--- src/rtl/dtc_vote_accumulator.sv ---
// dtc_vote_accumulator: windowed majority vote over per-sample 2-bit class predictions.
// Counts one vote per accepted sample. When a window closes (WINDOW samples or an
// early flush) it runs a 4-cycle argmax and presents the winner over valid/ready.
// Ports:
//   clk, rst                   clock, asynchronous active-high reset
//   in_valid/in_ready/in_class prediction input handshake
//   flush                      close the current window early (sampled while in_ready=1)
//   out_valid/out_ready        result handshake
//   out_class/out_count        winning class and its vote count
//   out_total/out_tie          samples in the window, tie flag
//   busy                       window in progress or result pending
`timescale 1ns/1ps
module dtc_vote_accumulator #(
    parameter int unsigned WINDOW = 16,
    parameter int unsigned CNT_W  = 5
) (
    input  logic             clk,
    input  logic             rst,
    input  logic             in_valid,
    output logic             in_ready,
    input  logic [1:0]       in_class,
    input  logic             flush,
    output logic             out_valid,
    input  logic             out_ready,
    output logic [1:0]       out_class,
    output logic [CNT_W-1:0] out_count,
    output logic [CNT_W-1:0] out_total,
    output logic             out_tie,
    output logic             busy
);

    localparam logic [1:0] ST_ACCUM = 2'd0;
    localparam logic [1:0] ST_SCAN  = 2'd1;
    localparam logic [1:0] ST_EMIT  = 2'd2;

    logic [1:0]       state_q, state_d;
    logic [CNT_W-1:0] cnt_q [4];
    logic [CNT_W-1:0] cnt_d [4];
    logic [CNT_W-1:0] total_q, total_d;
    logic [1:0]       k_q, k_d;
    logic [1:0]       best_q, best_d;
    logic [CNT_W-1:0] best_cnt_q, best_cnt_d;
    logic             tie_q, tie_d;
    logic             out_valid_q, out_valid_d;
    logic [1:0]       out_class_q, out_class_d;
    logic [CNT_W-1:0] out_count_q, out_count_d;
    logic [CNT_W-1:0] out_total_q, out_total_d;
    logic             out_tie_q, out_tie_d;
    logic             in_ready_q, in_ready_d;
    logic             busy_q, busy_d;

    logic             accept;
    logic [CNT_W-1:0] post_total;
    logic [1:0]       cand_best;
    logic [CNT_W-1:0] cand_cnt;
    logic             cand_tie;

    // State register
    always_ff @(posedge clk or posedge rst) begin
        if (rst) begin
            state_q     <= ST_ACCUM;
            for (int i = 0; i < 4; i++) cnt_q[i] <= '0;
            total_q     <= '0;
            k_q         <= '0;
            best_q      <= '0;
            best_cnt_q  <= '0;
            tie_q       <= 1'b0;
            out_valid_q <= 1'b0;
            out_class_q <= '0;
            out_count_q <= '0;
            out_total_q <= '0;
            out_tie_q   <= 1'b0;
            in_ready_q  <= 1'b1;
            busy_q      <= 1'b0;
        end else begin
            state_q     <= state_d;
            for (int i = 0; i < 4; i++) cnt_q[i] <= cnt_d[i];
            total_q     <= total_d;
            k_q         <= k_d;
            best_q      <= best_d;
            best_cnt_q  <= best_cnt_d;
            tie_q       <= tie_d;
            out_valid_q <= out_valid_d;
            out_class_q <= out_class_d;
            out_count_q <= out_count_d;
            out_total_q <= out_total_d;
            out_tie_q   <= out_tie_d;
            in_ready_q  <= in_ready_d;
            busy_q      <= busy_d;
        end
    end

    // Next-state and output logic
    always_comb begin
        state_d     = state_q;
        for (int i = 0; i < 4; i++) cnt_d[i] = cnt_q[i];
        total_d     = total_q;
        k_d         = k_q;
        best_d      = best_q;
        best_cnt_d  = best_cnt_q;
        tie_d       = tie_q;
        out_valid_d = out_valid_q;
        out_class_d = out_class_q;
        out_count_d = out_count_q;
        out_total_d = out_total_q;
        out_tie_d   = out_tie_q;
        cand_best   = best_q;
        cand_cnt    = best_cnt_q;
        cand_tie    = tie_q;

        // in_ready is high exactly in ACCUM, so the state decode stands in for it
        accept     = in_valid && (state_q == ST_ACCUM);
        post_total = total_q + CNT_W'(accept);

        case (state_q)
            ST_ACCUM: begin
                if (accept) begin
                    cnt_d[in_class] = cnt_q[in_class] + CNT_W'(1);
                    total_d         = post_total;
                end
                if ((accept && post_total == CNT_W'(WINDOW)) ||
                    (flush && post_total != '0)) begin
                    state_d = ST_SCAN;
                    k_d     = 2'd0;
                end
            end
            ST_SCAN: begin
                // strict > keeps the lowest index on equal counts
                if (k_q == 2'd0) begin
                    cand_best = 2'd0;
                    cand_cnt  = cnt_q[0];
                    cand_tie  = 1'b0;
                end else if (cnt_q[k_q] > best_cnt_q) begin
                    cand_best = k_q;
                    cand_cnt  = cnt_q[k_q];
                    cand_tie  = 1'b0;
                end else if (cnt_q[k_q] == best_cnt_q) begin
                    cand_tie  = 1'b1;
                end
                best_d     = cand_best;
                best_cnt_d = cand_cnt;
                tie_d      = cand_tie;
                k_d        = k_q + 2'd1;
                if (k_q == 2'd3) begin
                    state_d     = ST_EMIT;
                    out_valid_d = 1'b1;
                    out_class_d = cand_best;
                    out_count_d = cand_cnt;
                    out_total_d = total_q;
                    out_tie_d   = cand_tie;
                end
            end
            ST_EMIT: begin
                if (out_ready) begin
                    for (int i = 0; i < 4; i++) cnt_d[i] = '0;
                    total_d     = '0;
                    out_valid_d = 1'b0;
                    state_d     = ST_ACCUM;
                end
            end
            default: state_d = ST_ACCUM;
        endcase

        in_ready_d = (state_d == ST_ACCUM);
        busy_d     = (total_d != '0) || (state_d != ST_ACCUM);
    end

    assign in_ready  = in_ready_q;
    assign out_valid = out_valid_q;
    assign out_class = out_class_q;
    assign out_count = out_count_q;
    assign out_total = out_total_q;
    assign out_tie   = out_tie_q;
    assign busy      = busy_q;

endmodule

--- config.mk ---
export PLATFORM = sky130hd
export DESIGN_NAME = dtc_vote_accumulator
export DESIGN_NICKNAME = d
export VERILOG_FILES = /design/src/rtl/dtc_vote_accumulator.sv
export SDC_FILE = /design/constraint.sdc
export NUM_CORES = 1
export LEC_CHECK = 0
export CAP_MARGIN = 0
export CORE_MARGIN = 10
export CORE_UTILIZATION = 33
export CTS_CLUSTER_SIZE = 16
export DETAILED_ROUTE_END_ITERATION = 10
export HOLD_SLACK_MARGIN = 0.12
export PLACE_DENSITY_LB_ADDON = 0.25
export SLEW_MARGIN = 0
export SYNTH_ARGS = -nofsm -noshare
export SYNTH_HDL_FRONTEND = slang
export SYNTH_SLANG_ARGS = --single-unit
--- constraint.sdc ---
create_clock -name clk -period 4.2 [get_ports clk]
set_input_delay 1.05 -clock clk [delete_from_list [all_inputs] [get_ports clk]]
set_output_delay 1.05 -clock clk [all_outputs]
set_load 0.02 [all_outputs]
==> After elaboration in Yosys (flattened, before gate mapping) <==
Cells that the tools add are included.
Widths: inputs -> output; s select.
{ "word_totals": {"input_bits": 7, "elab_cells": 85, "mem_bits_rw": 0, "rom_bits": 0, "n_memories": 0, "latchBits": 0, "reg_bits": 53} }
{ "op_classes": {"n_eq_ne": 9, "reduce_logical": 19, "multipliers": 0, "magnitude_cmp": 4, "n_mux": 31, "shift": 0, "bitwise_logic": 2, "div": 0, "add_sub_neg": 3} }
{ "op_table": {"columns": ["cell", "n"], "rows": [
  ["$mux 5", 9],
  ["$mux 20", 2],
  ["$pmux 20 s2", 1],
  ["$bmux 5 s2", 2],
  ["$bwmux 20", 1],
  ["$mux 2", 6],
  ["$demux 5 s2", 1],
  ["$pmux 5 s2", 1],
  ["$reduce_bool 5->1", 2],
  ["$reduce_bool 2->1", 4],
  ["$ge 3x3->1 const B", 2],
  ["$logic_not 2->1", 3],
  ["$ne 2x2->1 const B", 3],
  ["$not 2->3", 2],
  ["$pmux 2 s3", 1],
  ["$reduce_and 3->1", 2],
  ["$add 5x1->5", 1],
  ["$add 5x1->5 const B", 1],
  ["$eq 5x5->1", 1],
  ["$eq 5x5->1 const B", 1],
  ["$gt 5x5->1", 1],
  ["$mux 1", 5],
  ["$eq 2x2->1 const B", 2],
  ["$logic_and 1x1->1", 4],
  ["other kinds (8)", 10]
]} }

==> Logic depth before layout (Yosys ltp) <==
Gate-level depths: netlist of the first run.
{ "logic_depth": {"depth_word": 10, "depth_mapped": 10, "mapped_depth_nobuf": 10} }

==> Least setup slack after synthesis of the first run <==
No wires, ideal clock.
{ "synth_timing": {"path_kind": "input to register", "start": "input in_valid", "end": "register busy_q (netlist: busy)", "required_ns": 4.069, "path_stages": 9, "slack_ns": 1.284, "arrival_time_ns": 2.785, "path_buffers": 0, "cell_sequence": "nand2_1 -> clkinv_1 -> ha_1 -> ha_1 -> nand2_1 -> mux2i_1 -> o2bb2ai_1 -> or3_1 -> or3_1"} }
{ "synth_between": {"word_cells_on_any_way": 14} }
{ "synth_lines": {"columns": ["element", "line", "text"], "rows": [
  ["from (decl)", "19", "input logic in_valid,"],
  ["$logic_and 1x1->1 *", "112", "accept = in_valid && (state_q == ST_ACCUM);"],
  ["$add 5x1->5", "113", "post_total = total_q + CNT_W'(accept);"],
  ["$mux 5 *", "117", "if (accept) begin"],
  ["$pmux 5 s2 *", "115", "case (state_q)"],
  ["named net total_d[2]", "39", "logic [CNT_W-1:0] total_q, total_d;"],
  ["$reduce_bool 5->1 *", "165", "busy_d = (total_d != '0) || (state_d != ST_ACCUM);"],
  ["$logic_or 1x1->1 *", "165", null],
  ["named net busy_d", "50", "logic busy_q, busy_d;"],
  ["to (signal assigned)", "89", "busy_q <= busy_d;"],
  ["to (decl)", "50", null]
]} }
The timed path passes the listed nets; every way through them passes the cells marked *.
A chain may end at the register's enable or synchronous reset.

==> Worst setup path after layout of the first run <==
Same ends and word-level chain as after synthesis.

==> results.toml, run 1 <==
[min_path]
hold_depth = 2
hold-path-endpoint = "out_tie"
hp-start = "out_tie"
hp-class = "flop to flop"

[routing]
num_vias = 2236
wl_per_cell_um = 15.8
wl_um = 6710
ant_nets = 0
viasPerCell = 5.27
drcViolationCount = 0
dr.first_iter.drc_count = 96
first_pass_iters = 4

[critical_path]
reg2reg_from = "k_q[0]"
reg2reg_slack_ns = 1.01
critPathLaunch = "in_valid"
end_kind = "flop"
crit_slowest_cell = "clkdlybuf4s50_1"
cp_slowest_stage_delay_ns = 0.51
reg2reg_depth = 8
path_max_fanout = 8
cp.arrival_ns = 3.55
required_ns = 4.39
critPathLaunchType = "primary input"
worstReg2RegEnd = "out_class[1]"
path_cells = "clkdlybuf4s50_1 > nand2_1 > clkinv_1 > ha_1 > ha_1 > nand2_1 > mux2i_1 > o2bb2ai_1 > or3_1 > or3_1"
crit_type = "primary input to flop"

[timing]
hold_viol_final = 0
holdWs_ns = 0.487
setup_viol = 0
fin_crit_ns = 3.36
clock-skew-final_ns = 0.00424
timing.max_slew.rel_slack_pct = 45.2
rsz0062_at_grt = "false"
slew_viol_final = 0
tns_ns = 0
fin_crit_sh_pct = 79.9
fmax_mhz = 298
worst_pin_slew_ns = 0.820

[yosys]
ys.flop_type = "dfrtp_1"
synthAdderAreaFrac_pct = 4.24
synth_top_family_by_area = "compound AO/OA/AOI/OAI gates"
synth-seq-cells = 53
synth_cell_type_count = 48
async_reset_ff_share_pct = 100
synth_seq_area_share_pct = 45.0
yosysWarningCount = 0
synthSimpleGateAreaFrac_pct = 16.9
netlist_area_um2 = 2950
synth_compound_area_share_pct = 18.0
avgSynthCellArea_um2 = 9.94
syn_nets = 314
synthCells = 297
synth-edff-count = 0
synth.area.mux_share_pct = 10.6
yosys.area_share.xor_xnor_pct = 0.890

[die]
die_area_um2 = 13100
io_pins = 23
num_rows = 34
chipHeight_um = 115
initial_core_util_pct = 33.9
core-area_um2 = 8720
die_w_um = 115

[power]
pwr-share-seq_pct = 36.6
ir_drop_mv = 0.199
powerDensity_nw_per_um2 = 662
switchingPower_uw = 920
pwr-share-clk_pct = 16.4
combPwrFrac_pct = 47.0
intPower_mw = 1.31
p_sw_share_pct = 41.2
leakage_nw = 1.39

[cells_and_area]
finalNetCount = 332
antenna_cells = 0
final_common_cell = "dfrtp_1"
area_delta_synth_final_pct = 14.2
final_cell_mix = "52 x dfrtp_1, 39 x o21ai_0, 38 x nand2_1"
drive_gt1_share_pct = 12.0

[cts]
clock_sinks = 53
cts_setup_buffers = 0
insertion_delay_ns = 0.30
numCtsBuffers = 5
ctsResizeCount = 0
htreeDepth = 2
clockRootBuffer = "clkbuf_8"
clk_pin_slew_ns = 0.10
cts_hold_buf = 0
cts_tree = "yes"
clockBufferDepth = 2

[global_route]
grt_pass1_vias = 2352
antenna_found_initial = 0
grt_pass1_wl_um = 11700
grtUsageTotal_pct = 10.8
grt_max_degree = 36
overflow = 0

[place]
dp_hpwl_um = 5030
portBuffers = 22
gp_congestion = 0.786

[run]
maxCapViolCount = 0

[run_status]
status = "completed"
## Yosys cell counts (all sizes together) (4+ instances only)
cell type   n  area, um2
inv        10       37.5
a22o        4       35.0
ha         10        125
o31ai       5       42.5
clkbuf      6       22.5
nand2      38        143
o21ai      40        200
buf        10       67.6
nand3      16       80.1
a21oi       8       40.0
mux2        7       78.8
dfrtp      52       1300
mux4        9        203
and3        6       37.5
nor2b       5       31.3
a32o        4       40.0
o211ai      5       37.5
o221ai      4       35.0
nor2       25       98.8
## state kept, by name, indices dropped and copies added, names as in the netlist, 2 cells and up
| name | cells |
|---|---|
| cnt_q | 20 |
| state_q | 2 |
| out_total | 5 |
| out_count | 5 |
| best_cnt_q | 5 |
| k_q | 2 |
| total_q | 5 |
| best_q | 2 |
| out_class | 2 |
## routing by layer
| layer | wire length [um] | GRT usage (%) |
|---|---|---|
| met1 | 3210 | 13.7 |
| met2 | 3210 | 18.0 |
| met3 | 231 | 2.04 |
| met4 | 54 | 3.51 |
| met5 | 0 | 0 |
## cell families after synthesis
group / count (synthesis)
AOI/OAI and AO/OA: 80
xor gates and xnor gates: 3
adders and majority gates: 10
buffers and inverters: 27
DFF: 53
muxes: 19
and+or+nand+nor: 105
## per-stage QoR
step	instances	power, mW	area [um2]	setup slack, ns	util [%]
finish	424	2.23	3370	0.844	38.7
global route	424	2.41	3370	0.662	38.7
CTS	424	2.25	3370	0.853	38.7
detailed placement	416	1.88	3260	0.524	37.3
global placement	416	1.88	3260	0.566	37.3
floorplan	297	1.57	2950	1.28	-
## power by group through the flow
stage / Clock, mW / Sequential (mW) / Combinational (mW)
after floorplan: 0 / 0.794 / 0.776
after global placement: 0 / 0.827 / 1.05
after detailed placement: 0 / 0.828 / 1.06
after CTS: 0.374 / 0.819 / 1.06
after global routing: 0.392 / 0.847 / 1.17
final: 0.366 / 0.818 / 1.05
## worst max-delay path by stage
stage,depth (start not counted),to,slack [ns]
floorplan,9,busy,1.28
global placement,9,busy,0.57
detailed placement,9,busy,0.52
CTS,9,busy,0.85
global route,9,busy,0.66
finish,10,busy,0.84
## cell type report
type / count / area [um2]
timing repair buffer: 27 / 258
sequential: 53 / 1330
clock inverter: 1 / 30.0
inverter: 11 / 41.3
multi-input combinational: 217 / 1490
clock buffer: 7 / 86.3
tap: 108 / 135
fill: 858 / 5350
## critical path: cells and delay by family
kind                     cells  cell delay [ns]
adder cells (fa/ha/maj)      2             0.54
AND/OR/NAND/NOR              4             0.95
multiplexers                 1             0.19
buffers and inverters        2             0.70
AO/OA/AOI/OAI                1             0.10
Power figures use the tool's default switching activity.
==> run 2, diff against run 1 <==
- clock period: 4.2 -> 3.12 ns (I/O delays scaled with it)
==> results.toml, run 2 (synthesis gave the netlist of run 1 again) <==
[critical_path]
required_ns = 3.32
crit_type = "flop to flop"
end_kind = "flop"
cp.arrival_ns = 3.04
worstReg2RegEnd = "best_cnt_q[0]"
cp_slowest_stage_delay_ns = 0.59
reg2reg_from = "k_q[0]"
path_max_fanout = 10
critPathLaunchType = "flop"
crit_slowest_cell = "mux4_2"
cp_common_cell = "and3_1"
reg2reg_slack_ns = 0.28
path_cells = "mux4_2 > ha_1 > and3_1 > and3_1 > a31oi_1 > buf_4 > o21ai_0 > a221o_1"
reg2reg_depth = 8

[die]
core-area_um2 = 8720
initial_core_util_pct = 33.9
num_rows = 34
die_w_um = 115
die_area_um2 = 13100
io_pins = 23
chipHeight_um = 115

[cts]
ctsResizeCount = 0
clock_sinks = 53
clockBufferDepth = 2
insertion_delay_ns = 0.31
cts_setup_buffers = 0
htreeDepth = 2
clockRootBuffer = "clkbuf_8"
cts_tree = "yes"
clk_pin_slew_ns = 0.11
cts_hold_buf = 0
numCtsBuffers = 5

[timing]
worst_pin_slew_ns = 0.632
fmax_mhz = 353
timing.max_slew.rel_slack_pct = 57.4
fin_crit_ns = 2.84
rsz0062_at_grt = "false"
slew_viol_final = 0
clock-skew-final_ns = 0.0193
setup_viol = 0
holdWs_ns = 0.492
hold_viol_final = 0
fin_crit_sh_pct = 90.9
tns_ns = 0

[global_route]
grt_pass1_wl_um = 11900
grt_max_degree = 29
overflow = 0
grtUsageTotal_pct = 11.1
grt_pass1_vias = 2306
antenna_found_initial = 0

[place]
dp_cells = 426
gp_congestion = 0.816
dp_hpwl_um = 5200
portBuffers = 22

[routing]
top_layer_used = "met4"
wl_per_cell_um = 16.2
wl_met3_um = 222
wl_met2_um = 3180
drcViolationCount = 0
first_pass_iters = 6
num_vias = 2291
viasPerCell = 5.28
dr.first_iter.drc_count = 160
drt-met1-wl_um = 3540
ant_nets = 0
wl_um = 7030

[cells_and_area]
n_fill_cell = 851
postLayoutCoreUtil_pct = 39.3
regMostFlops = "cnt_q"
ff_latch_area_um2 = 1330
final_cells = 434
antenna_cells = 0
area_delta_synth_final_pct = 16.1
largest_register_ffs = 20
finalNetCount = 342
final_common_cell = "dfrtp_1"
drive_gt1_share_pct = 14.4
multi_input_area_um2 = 1490
final_cell_mix = "52 x dfrtp_1, 39 x o21ai_0, 38 x nand2_1"

[min_path]
hp-class = "flop to flop"
hold_depth = 1
hold-path-endpoint = "cnt_q[4]"
hp-start = "cnt_q[4]"

[power]
ir_drop_mv = 0.314
leakage_nw = 1.42
powerDensity_nw_per_um2 = 879
power.total_mw = 3.01

[run]
maxCapViolCount = 0

[run_status]
status = "completed"
## run 2: worst max-delay path: cells and delay by family, from the launching register on
kind,cells,cell delay [ns]
flip-flops,1,0.50
AO/OA/AOI/OAI,3,0.73
adder cells (fa/ha/maj),1,0.32
multiplexers,1,0.59
buffers and inverters,1,0.20
AND/OR/NAND/NOR,2,0.40
## run 2: worst max-delay path by stage
stage	slack [ns]	endpoint	start
finish	0.28	best_cnt_q[0]	k_q[0]
global route	0.13	best_cnt_q[0]	k_q[0]
CTS	0.26	best_cnt_q[0]	k_q[0]
detailed placement	0.02	busy	in_valid
global placement	0.06	busy	in_valid
floorplan	0.47	out_class[0]	k_q[0]
## run 2: layout make-up
class                   count  share of cell area (%)
repair buffers             37                    10.1
inverters                  11                    1.20
well taps                 108                    3.94
clock inverters             1                   0.219
multi-input cells         217                    43.6
clock buffers               7                    2.23
flip-flops and latches     53                    38.7
## run 2: where the power goes
part           switching (mW)  total [mW]  internal (mW)  leakage [nW]
combinational           0.870        1.56          0.693         0.699
sequential              0.176        1.06          0.882         0.683
clock                   0.232       0.392          0.160        0.0385
total                    1.28        3.01           1.73          1.42
## run 2: per-layer routing
metal	GRT usage, %	vias to the layer above
li1	-	1130
met1	15.6	1120
met2	16.7	34
met3	2.04	7
met4	3.59	0
met5	0	-
## run 2: through the flow
stage | setup WS (ns) | area (um2)
4_1_cts | 0.263 | 3430
3_5_place_dp | 0.0231 | 3340
5_1_grt | 0.133 | 3430
6_report | 0.283 | 3430
2_1_floorplan | 0.466 | 2950
3_3_place_gp | 0.0626 | 3340
